### config.mk
export PLATFORM = sky130hd
export DESIGN_NAME = ysyx_23060191_ifu
export DESIGN_NICKNAME = d
export VERILOG_FILES = /design/src/rtl/ysyx_23060191_ifu_pkg.sv /design/src/rtl/ysyx_23060191_ifu.sv
export SDC_FILE = /design/constraint.sdc
export NUM_CORES = 1
export LEC_CHECK = 0
export CAP_MARGIN = 30
export CORE_ASPECT_RATIO = 1.4
export CORE_UTILIZATION = 49
export CTS_CLUSTER_DIAMETER = 120
export DETAILED_ROUTE_END_ITERATION = 16
export PLACE_DENSITY = 0.9
export RECOVER_POWER = 25
export SYNTH_ARGS = -nofsm -noshare
export SYNTH_HDL_FRONTEND = slang
export SYNTH_SLANG_ARGS = --single-unit
### constraint.sdc
create_clock -name clk -period 3.85 [get_ports clk]
set_input_delay 0.5775 -clock clk [delete_from_list [all_inputs] [get_ports clk]]
set_output_delay 0.5775 -clock clk [all_outputs]
set_load 0.01 [all_outputs]
### src/rtl/ysyx_23060191_ifu_pkg.sv
// Shared constants for the instruction fetch unit: datapath width, reset PC,
// the NOP emitted for misaligned fetches, and the fetch FSM state encodings.
// Latency: n/a (constants only). Backpressure: n/a.
package ysyx_23060191_ifu_pkg;

    localparam int                   CPU_WIDTH = 32;
    localparam logic [CPU_WIDTH-1:0] RESET_PC  = 32'h8000_0000;
    // addi x0, x0, 0
    localparam logic [CPU_WIDTH-1:0] NOP_INST  = 32'h0000_0013;

    // Fetch FSM states
    localparam logic [1:0] S_REQ  = 2'd0;   // issue a request at pc
    localparam logic [1:0] S_WAIT = 2'd1;   // request accepted, awaiting response
    localparam logic [1:0] S_OUT  = 2'd2;   // output buffer full, offered to decode

    function automatic logic is_misaligned(input logic [CPU_WIDTH-1:0] addr);
        return addr[1:0] != 2'b00;
    endfunction

endpackage

### src/rtl/ysyx_23060191_ifu.sv
// Instruction fetch unit: holds pc, issues one word fetch at a time, buffers the result for decode.
// Latency: request cycle N, response N+1, inst_valid N+2, next request N+3 (1 inst / 3 cycles).
// Backpressure: buffer holds stable while inst_ready is low; no new request until it drains.
//
// Ports:
//   clk, rst                         clock, synchronous active-high reset
//   imem_req_valid/ready/addr        fetch request to instruction memory (addr = pc)
//   imem_rsp_valid/data              one response pulse per accepted request
//   redirect_valid/pc                new pc from execute; squashes in-flight/buffered fetch
//   inst_valid/ready, inst, inst_pc  instruction handed to decode
//   inst_misaligned                  inst_pc not word aligned, inst forced to NOP
module ysyx_23060191_ifu
    import ysyx_23060191_ifu_pkg::*;
(
    input  logic                 clk,
    input  logic                 rst,
    output logic                 imem_req_valid,
    input  logic                 imem_req_ready,
    output logic [CPU_WIDTH-1:0] imem_req_addr,
    input  logic                 imem_rsp_valid,
    input  logic [CPU_WIDTH-1:0] imem_rsp_data,
    input  logic                 redirect_valid,
    input  logic [CPU_WIDTH-1:0] redirect_pc,
    output logic                 inst_valid,
    input  logic                 inst_ready,
    output logic [CPU_WIDTH-1:0] inst,
    output logic [CPU_WIDTH-1:0] inst_pc,
    output logic                 inst_misaligned
);

    logic [CPU_WIDTH-1:0] pc;
    logic [1:0]           state;
    // Set when a redirect arrives while a request is outstanding: the
    // eventual response belongs to the old path and must be dropped.
    logic                 kill;
    logic [CPU_WIDTH-1:0] buf_inst;
    logic [CPU_WIDTH-1:0] buf_pc;
    logic                 buf_mis;

    // Outputs are forced quiet during reset so nothing leaks out of whatever
    // state the FSM happened to be in when reset was raised.
    assign imem_req_valid  = !rst && (state == S_REQ) && !redirect_valid && !is_misaligned(pc);
    assign imem_req_addr   = pc;
    assign inst_valid      = !rst && (state == S_OUT);
    assign inst            = rst ? '0 : buf_inst;
    assign inst_pc         = rst ? '0 : buf_pc;
    assign inst_misaligned = !rst && buf_mis;

    always_ff @(posedge clk) begin
        if (rst) begin
            pc       <= RESET_PC;
            state    <= S_REQ;
            kill     <= 1'b0;
            buf_inst <= '0;
            buf_pc   <= '0;
            buf_mis  <= 1'b0;
        end else begin
            case (state)
                S_REQ: begin
                    if (redirect_valid) begin
                        pc <= redirect_pc;
                    end else if (is_misaligned(pc)) begin
                        // Never fetch a misaligned address; hand decode a NOP
                        // flagged as faulting. pc stays put until redirected.
                        buf_inst <= NOP_INST;
                        buf_pc   <= pc;
                        buf_mis  <= 1'b1;
                        state    <= S_OUT;
                    end else if (imem_req_ready) begin
                        state <= S_WAIT;
                    end
                end
                S_WAIT: begin
                    if (imem_rsp_valid) begin
                        if (!kill && !redirect_valid) begin
                            buf_inst <= imem_rsp_data;
                            buf_pc   <= pc;
                            buf_mis  <= 1'b0;
                            pc       <= pc + CPU_WIDTH'(4);
                            state    <= S_OUT;
                        end else begin
                            kill  <= 1'b0;
                            state <= S_REQ;
                            if (redirect_valid) begin
                                pc <= redirect_pc;
                            end
                        end
                    end else if (redirect_valid) begin
                        pc   <= redirect_pc;
                        kill <= 1'b1;
                    end
                end
                S_OUT: begin
                    // A redirect alongside inst_ready still delivers the
                    // buffered instruction; without inst_ready it is dropped.
                    if (inst_ready || redirect_valid) begin
                        state <= S_REQ;
                        if (redirect_valid) begin
                            pc <= redirect_pc;
                        end
                    end
                end
                default: begin
                    state <= S_REQ;
                end
            endcase
        end
    end

endmodule

==> flow_summary.json <==
{
  "outcome": "completed",
  "viasPerCell": 5.64,
  "register_area_um2": 2000,
  "grt.overflow.total": 0,
  "nets": 808,
  "hold_buffers": 0,
  "cts_buffers": 9,
  "place_area_um2": 6620,
  "startpoint_type": "primary input",
  "fin_crit_ns": 2.83,
  "ys_seq_area_frac": 0.410,
  "cts_tree": "done",
  "cts.sinks": 100,
  "die_w_um": 86.3,
  "drtPass1Iterations": 5,
  "tightest_slew_ns": 1.10,
  "critPathKind": "in -> out",
  "powerDensity_nw_per_um2": 352,
  "seqPwrFrac": 0.466,
  "clockPowerShare": 0.393,
  "postCtsSetupRepairBufs": 0,
  "synthFlopType": "dfxtp_1",
  "finalSetupViolCount": 0,
  "die_area_um2": 10400,
  "ios": 169,
  "io_buffers": 168,
  "antenna_cells": 0,
  "pwr-share-comb": 0.141,
  "gp_congestion": 0.902,
  "area_delta_synth_final_pct": 42.3,
  "num_vias": 4933,
  "core_um2": 9560,
  "syn_area_um2": 4880,
  "critPathMaxFanout": 75,
  "drc": 0,
  "netSwitchingFraction": 0.257,
  "clk_pin_slew_worst_paths_ns": 0.06,
  "drt_iter0_markers": 352,
  "cts_max_path_buffers": 2,
  "design_area_um2": 6940,
  "ys_warn_count": 0,
  "crit_required_ns": 3.27,
  "switchingPower_mw": 0.629,
  "hold_path_class": "reg -> reg",
  "antenna_left": 0,
  "nFillCells": 747,
  "fmax_ghz": 0.353,
  "synth.avg_cell_area_um2": 8.20,
  "worstSkewPairLatency_ns": 0.35,
  "internal_power_mw": 1.81,
  "syn_nets": 666,
  "drt_wl_total_um": 14500,
  "slew_violations": 0,
  "cp.arrival_ns": 2.25,
  "grt_pass1_vias": 4797,
  "synthArstFlopShare": 0,
  "ctsResizeCount": 0,
  "dp_hpwl_um": 10500,
  "num_rows": 42,
  "htreeDepth": 3,
  "drive_above_1_share": 0.0526,
  "synth_edf_count": 0,
  "finClkSkew_ns": 0.00977,
  "finalHoldViolations": 0,
  "grt_setup_unrepaired": "no",
  "antenna_found_initial": 0,
  "grt_max_degree": 76,
  "syn_inst": 595,
  "max_cap_violations": 0,
  "p_leak_nw": 2.95,
  "vdd_drop_max_mv": 0.273,
  "netlist-cell-type-count": 58,
  "wire_per_inst_um": 16.5,
  "start_util": 0.510,
  "grt_usage": 0.285,
  "multi_input_area_um2": 2680,
  "fin_setup_tns_ns": 0,
  "critPathCaptureType": "output pin",
  "cts.root.buffer_cell": "clkbuf_16",
  "relSlewSlack": 0.257,
  "grt_pass1_wl_um": 23000,
  "die_h_um": 120,
  "ys_seq_elements": 100,
  "timing.final.crit_share": 0.735
}
==> cells by family after synthesis <==
family	Yosys count	share of synthesized area
simple gates	287	0.320
compound gates	147	0.205
flops	100	0.410
buf+inv	50	0.0416
mux	6	0.0123
xor+xnor	4	0.00718
fa+ha+maj	1	0.00257
==> cells in the mapped netlist (all sizes together), types with 2 or more instances <==
master  number  area (um^2)
mux2i        6         60.1
a311oi       6         52.6
o21ai       14         73.8
o221ai       6         52.6
buf         11         56.3
inv          4         15.0
o32ai        2         17.5
a211oi       7         62.6
a221oi       3         26.3
and3        37          231
nor2b       65          407
dfxtp      100         2000
o211ai       4         30.0
a22oi        7         52.6
o21ba        2         20.0
nand3       12         65.1
nand4       12          103
nor4         5         82.6
nor2        33          124
and2         4         25.0
nand2b       3         18.8
a21oi       47          235
xor2         4         35.0
clkbuf      34          128
nor4b        2         32.5
nand2       93          349
nor3        12         60.1
a21o        30          225
a211o        3         26.3
o21a         3         22.5
or3          5         31.3
o22ai        5         31.3
==> critical path: stages <==
cell and delay [ns]:
buf_4 0.58, buf_4 0.42, nor2b_1 0.12, clkdlybuf4s50_1 0.52
==> registers in the layout, indices dropped and copies added, names as in the netlist <==
| name | cells |
|---|---|
| buf_mis | 1 |
| buf_pc | 32 |
| state | 2 |
| kill | 1 |
| buf_inst | 32 |
| imem_req_addr | 32 |
==> final cells by class <==
type / count / area share
multi-input combinational: 445 / 0.386
clock inverter: 4 / 0.00812
inverter: 5 / 0.00271
sequential: 100 / 0.289
clock buffer: 12 / 0.0384
timing repair buffer: 176 / 0.252
tap: 132 / 0.0238
==> cells in the final DEF (no fill, tap or decap), types with 11 or more instances in the layout <==
cell             count
a21oi_1             47
o21ai_0             13
clkdlybuf4s50_1    134
dlygate4sd3_1       33
nand3_1             11
a21o_1              30
dfxtp_1            100
nor3_1              12
nand2_1             93
nor2b_1             65
and3_1              37
nor2_1              33
==> path summary, 6_finish.rpt <==
check	startpoint	end	slack, ns	cells after the start
worst max-delay path	rst	inst[26]	1.02	4
worst min-delay path	buf_pc[18]	buf_pc[18]	0.45	2
worst max register to register	state[0]	imem_req_addr[15]	1.47	6
worst min register to register	buf_pc[18]	buf_pc[18]	0.45	2
==> power by group through the flow <==
stage	combinational, mW	clock [mW]	sequential [mW]
floorplan	0.167	0	1.15
global placement	0.345	0	1.16
detailed placement	0.352	0	1.16
CTS	0.355	0.971	1.14
global route	0.374	1.02	1.14
finish	0.345	0.961	1.14
==> layer usage <==
layer	global-route usage	up-vias	wire length (um)
met4	0.125	0	402
met1	0.310	2303	5580
met2	0.491	219	7260
met3	0.100	32	1220
li1	-	2379	-
met5	0	-	0
==> metrics by stage <==
stage	utilization	std cells	hold slack, ns	power (mW)	setup slack (ns)
2_1_floorplan	-	595	0.432	1.32	1.72
3_3_place_gp	0.692	858	0.437	1.51	1.07
3_5_place_dp	0.692	858	0.442	1.51	0.959
4_1_cts	0.726	874	0.451	2.46	1.03
5_1_grt	0.725	874	0.469	2.54	0.924
6_report	0.725	874	0.452	2.44	1.02
Note: power is estimated with default switching activity, not from simulation.
